`src/rtl/ram_cmd_frontend.sv`:
```
// ram_cmd_frontend: synchronise and debounce board inputs into one-shot RAM command strobes
module ram_cmd_frontend #(
  parameter int DEBOUNCE_CYCLES = 250000,
  parameter int DB_W            = 18
) (
  input  logic       clk,
  input  logic       rst_n,
  input  logic [7:0] switch,
  input  logic       push_btn,
  output logic [1:0] cmd_mode,
  output logic [1:0] cmd_addr,
  output logic [3:0] cmd_wdata,
  output logic       wr_en,
  output logic       rd_en,
  output logic       bad_cmd,
  output logic       busy,
  output logic [7:0] cmd_count
);
  typedef enum logic [1:0] {IDLE, LATCH, ISSUE, WAIT_REL} state_t;
  state_t          r_state, w_next;
  logic [7:0]      r_sw1, r_sw2;
  logic            r_btn1, r_btn2;
  logic            r_btn_stable;
  logic [DB_W-1:0] r_db_cnt;
  // two-flop synchronisers; only the second stage feeds the rest of the block
  always_ff @(posedge clk or negedge rst_n)
    if (!rst_n) begin
      r_sw1  <= '0;
      r_sw2  <= '0;
      r_btn1 <= 1'b0;
      r_btn2 <= 1'b0;
    end else begin
      r_sw1  <= switch;
      r_sw2  <= r_sw1;
      r_btn1 <= push_btn;
      r_btn2 <= r_btn1;
    end
  // stable state flips only after DEBOUNCE_CYCLES consecutive disagreeing samples
  always_ff @(posedge clk or negedge rst_n)
    if (!rst_n) begin
      r_btn_stable <= 1'b0;
      r_db_cnt     <= '0;
    end else if (r_btn2 == r_btn_stable) begin
      r_db_cnt <= '0;
    end else if (r_db_cnt == DB_W'(DEBOUNCE_CYCLES - 1)) begin
      r_btn_stable <= r_btn2;
      r_db_cnt     <= '0;
    end else begin
      r_db_cnt <= r_db_cnt + 1'b1;
    end
  // FSM state register
  always_ff @(posedge clk or negedge rst_n)
    if (!rst_n) r_state <= IDLE;
    else        r_state <= w_next;
  // next state: one pass through LATCH/ISSUE per debounced press
  always_comb begin
    w_next = r_state;
    case (r_state)
      IDLE:     w_next = r_btn_stable ? LATCH : IDLE;
      LATCH:    w_next = ISSUE;
      ISSUE:    w_next = WAIT_REL;
      WAIT_REL: w_next = r_btn_stable ? WAIT_REL : IDLE;
      default:  w_next = IDLE;
    endcase
  end
  // capture fields on press, raise the strobe for the ISSUE cycle, count real accesses
  always_ff @(posedge clk or negedge rst_n)
    if (!rst_n) begin
      cmd_mode  <= '0;
      cmd_addr  <= '0;
      cmd_wdata <= '0;
      wr_en     <= 1'b0;
      rd_en     <= 1'b0;
      bad_cmd   <= 1'b0;
      cmd_count <= '0;
    end else begin
      if (r_state == IDLE && r_btn_stable) begin
        cmd_mode  <= r_sw2[7:6];
        cmd_wdata <= r_sw2[5:2];
        cmd_addr  <= r_sw2[1:0];
      end
      wr_en   <= (r_state == LATCH) && (cmd_mode == 2'b10);
      rd_en   <= (r_state == LATCH) && (cmd_mode == 2'b01);
      bad_cmd <= (r_state == LATCH) && (cmd_mode == 2'b11);
      if (r_state == ISSUE && (wr_en || rd_en)) cmd_count <= cmd_count + 8'd1;
    end
  assign busy = (r_state != IDLE);
endmodule

```
`config.mk`:
```
export PLATFORM = sky130hd
export DESIGN_NAME = ram_cmd_frontend
export DESIGN_NICKNAME = d
export VERILOG_FILES = /design/src/rtl/ram_cmd_frontend.sv
export SDC_FILE = /design/constraint.sdc
export NUM_CORES = 1
export LEC_CHECK = 0
export CAP_MARGIN = 20
export CORE_UTILIZATION = 53
export CTS_CLUSTER_SIZE = 40
export DETAILED_ROUTE_END_ITERATION = 8
export PLACE_DENSITY = 0.75
export SYNTH_ARGS = -nofsm -noshare
export SYNTH_HDL_FRONTEND = slang
export SYNTH_SLANG_ARGS = --single-unit
```
`constraint.sdc`:
```
create_clock -name clk -period 1.9 [get_ports clk]
set_input_delay 0.475 -clock clk [delete_from_list [all_inputs] [get_ports clk]]
set_output_delay 0.475 -clock clk [all_outputs]
set_load 0.01 [all_outputs]
```
==> impl_metrics.json <==
{
  "fin_util": 0.703,
  "cp_slowest_cell": "clkdlybuf4s50_1",
  "period_share": 0.944,
  "netlist_area_um2": 2260,
  "vdd_drop_max_mv": 0.588,
  "antenna_cells": 0,
  "crit_buf_inv": 1,
  "path_clk_slew_ps": 60,
  "cpPeakStageDelay_ps": 570,
  "layout_common_cells": "dfrtp_1, clkdlybuf4s50_1, nor2_1",
  "fp.dieH_um": 67.3,
  "status": "completed",
  "drtPass1Iterations": 6,
  "synth_enable_flop_cells": 0,
  "synth-seq-cells": 58,
  "worst_slew_pin_slew_ps": 496,
  "cts-buffers-inserted": 9,
  "fin_crit_ps": 1790,
  "dieArea_um2": 4520,
  "setup_tns_ps": 0,
  "cp_max_fo": 5,
  "slew_violations": 0,
  "via_per_inst": 5.28,
  "crit_path_end_kind": "output port",
  "ys_seq_area_frac": 0.643,
  "regArea_um2": 1450,
  "area_delta_synth_final_pct": 26.4,
  "wire_per_inst_um": 14.2,
  "gr-total-overflow": 0,
  "async_flop_share": 1.00,
  "grt_pass1_wl_um": 6890,
  "power.total_uw": 2400,
  "layout_commonest_cell": "dfrtp_1",
  "cts_buffer_depth": 2,
  "dp_hpwl_um": 2790,
  "die_x_um": 67.3,
  "p_leak_uw": 0.00129,
  "final_nets": 234,
  "path_delay_family": "buffers and inverters",
  "synth_cell_types": 27,
  "final-hold-violation-count": 0,
  "critPathKind": "flip-flop to output port",
  "wirelength_um": 3910,
  "core-area_um2": 4060,
  "max_freq_ghz": 0.557,
  "initial_core_util": 0.556,
  "syn_avg_cell_area_um2": 12.9,
  "nFillCells": 291,
  "start_kind": "flip-flop",
  "cts-root-buf": "clkbuf_8",
  "drtIter0Drc": 81,
  "via_count": 1453,
  "gp_congestion": 0.861,
  "port_buffers": 30,
  "cts_setup_buffers": 0,
  "worstSkewPairLatency_ps": 330,
  "synthCells": 175,
  "cts_tree": "built",
  "drive_gt1_frac": 0.169,
  "p_per_area_nw_per_um2": 842,
  "critPathArrivalTime_ps": 1320,
  "grt_usage": 0.217,
  "ctsHtreeMaxLevel": 3,
  "multi_input_area_um2": 771,
  "worstPathCellList": "clkdlybuf4s50_1",
  "grt_pass1_vias": 1573,
  "ys.flop_type": "dfrtp_1",
  "rsz0062_at_grt": "false",
  "max_slew_margin": 0.669,
  "fin_skew_ps": 5.20,
  "grt_max_degree": 39,
  "synth_warnings": 0,
  "cap_violations": 0,
  "rows": 23,
  "setup_viol": 0,
  "antenna_found_initial": 0,
  "antenna_left": 0,
  "drc_errors": 0,
  "top_level_ports": 31,
  "worstPathRequired_ps": 1420,
  "min_path_type": "input pin to asynchronous set/reset pin",
  "synth.net_count": 188,
  "clkSinkCount": 58
}
## area by class of cell
class                   count  area share
multi-input cells         109       0.270
inverters                   6     0.00789
repair buffers             37       0.126
well taps                  50      0.0219
clock inverters             3      0.0140
flip-flops and latches     58       0.509
clock buffers              12      0.0509
## final timing paths
kind	startpoint	end	slack (ps)	cells past startpoint
worst max-delay path	cmd_count[2]$_DFFE_PN0P_	cmd_count[2]	110	1
worst min-delay path	rst_n	cmd_count[0]$_DFFE_PN0P_	100	1
worst max register to register	r_db_cnt[9]$_DFF_PN0_	r_btn_stable$_DFFE_PN0P_	130	4
worst min register to register	r_sw1[6]$_DFF_PN0_	r_sw2[6]$_DFF_PN0_	350	0
max in group asynchronous	rst_n	r_state[1]$_DFF_PN0_	1230	2
min in group clk	r_sw1[6]$_DFF_PN0_	r_sw2[6]$_DFF_PN0_	350	0
## cells by family (layout without fill, tap and decap cells)
family / count (synthesis) / count (layout) / synth area share
XOR/XNOR: 23 / 23 / 0.0892
flip-flops: 58 / 58 / 0.643
AO/OA/AOI/OAI: 3 / 3 / 0.0166
AND/OR/NAND/NOR: 70 / 70 / 0.169
adder cells (fa/ha/maj): 2 / 2 / 0.0111
buffers and inverters: 8 / 58 / 0.0166
multiplexers: 11 / 11 / 0.0543
## layer usage
layer / track usage / up-vias / wire length, µm
li1: - / 684 / -
met1: 0.257 / 723 / 1740
met2: 0.340 / 32 / 1890
met3: 0.0608 / 14 / 149
met4: 0.157 / 0 / 132
met5: 0 / - / 0
## power by group
part / total [µW] / internal, µW / switching [µW]
clock network: 1060 / 630 / 433
registers: 1270 / 1260 / 10.9
logic: 68.6 / 30.9 / 37.7
## timing repair
action	CTS	global route
setup endpoints to repair	1	0
hold buffers	0	0
resized for setup	3	0
## sequential cells by signal, summed over array words and instances, names as in the netlist
register      cells
cmd_mode          2
cmd_wdata         4
r_sw1             8
rd_en             1
r_sw2             8
r_btn1            1
r_state           2
r_btn2            1
bad_cmd           1
cmd_addr          2
r_db_cnt         18
wr_en             1
r_btn_stable      1
cmd_count         8
## per-stage QoR
| stage | cell area (µm²) | cells | setup slack [ps] | hold WS [ps] |
|---|---|---|---|---|
| floorplan | 2260 | 175 | 248 | 179 |
| global placement | 2670 | 260 | 198 | 333 |
| detailed placement | 2670 | 260 | 160 | 339 |
| CTS | 2850 | 275 | 94.5 | 113 |
| global route | 2850 | 275 | 42.8 | 138 |
| finish | 2850 | 275 | 105 | 100 |
## synthesized netlist by cell type, types with 2 or more instances
master | count | share of area
a21oi_1 | 2 | 0.0044
dfrtp_1 | 58 | 0.64
ha_1 | 2 | 0.011
inv_1 | 6 | 0.010
mux2_2 | 10 | 0.050
nand2_1 | 7 | 0.012
nand3_1 | 9 | 0.020
nand4_1 | 6 | 0.017
nand4_2 | 2 | 0.011
nor2_1 | 26 | 0.043
nor3_1 | 5 | 0.011
nor4_1 | 4 | 0.011
nor4b_1 | 3 | 0.012
xnor2_1 | 19 | 0.074
xor2_1 | 4 | 0.016
No activity file was read; power rests on OpenSTA's default activity.
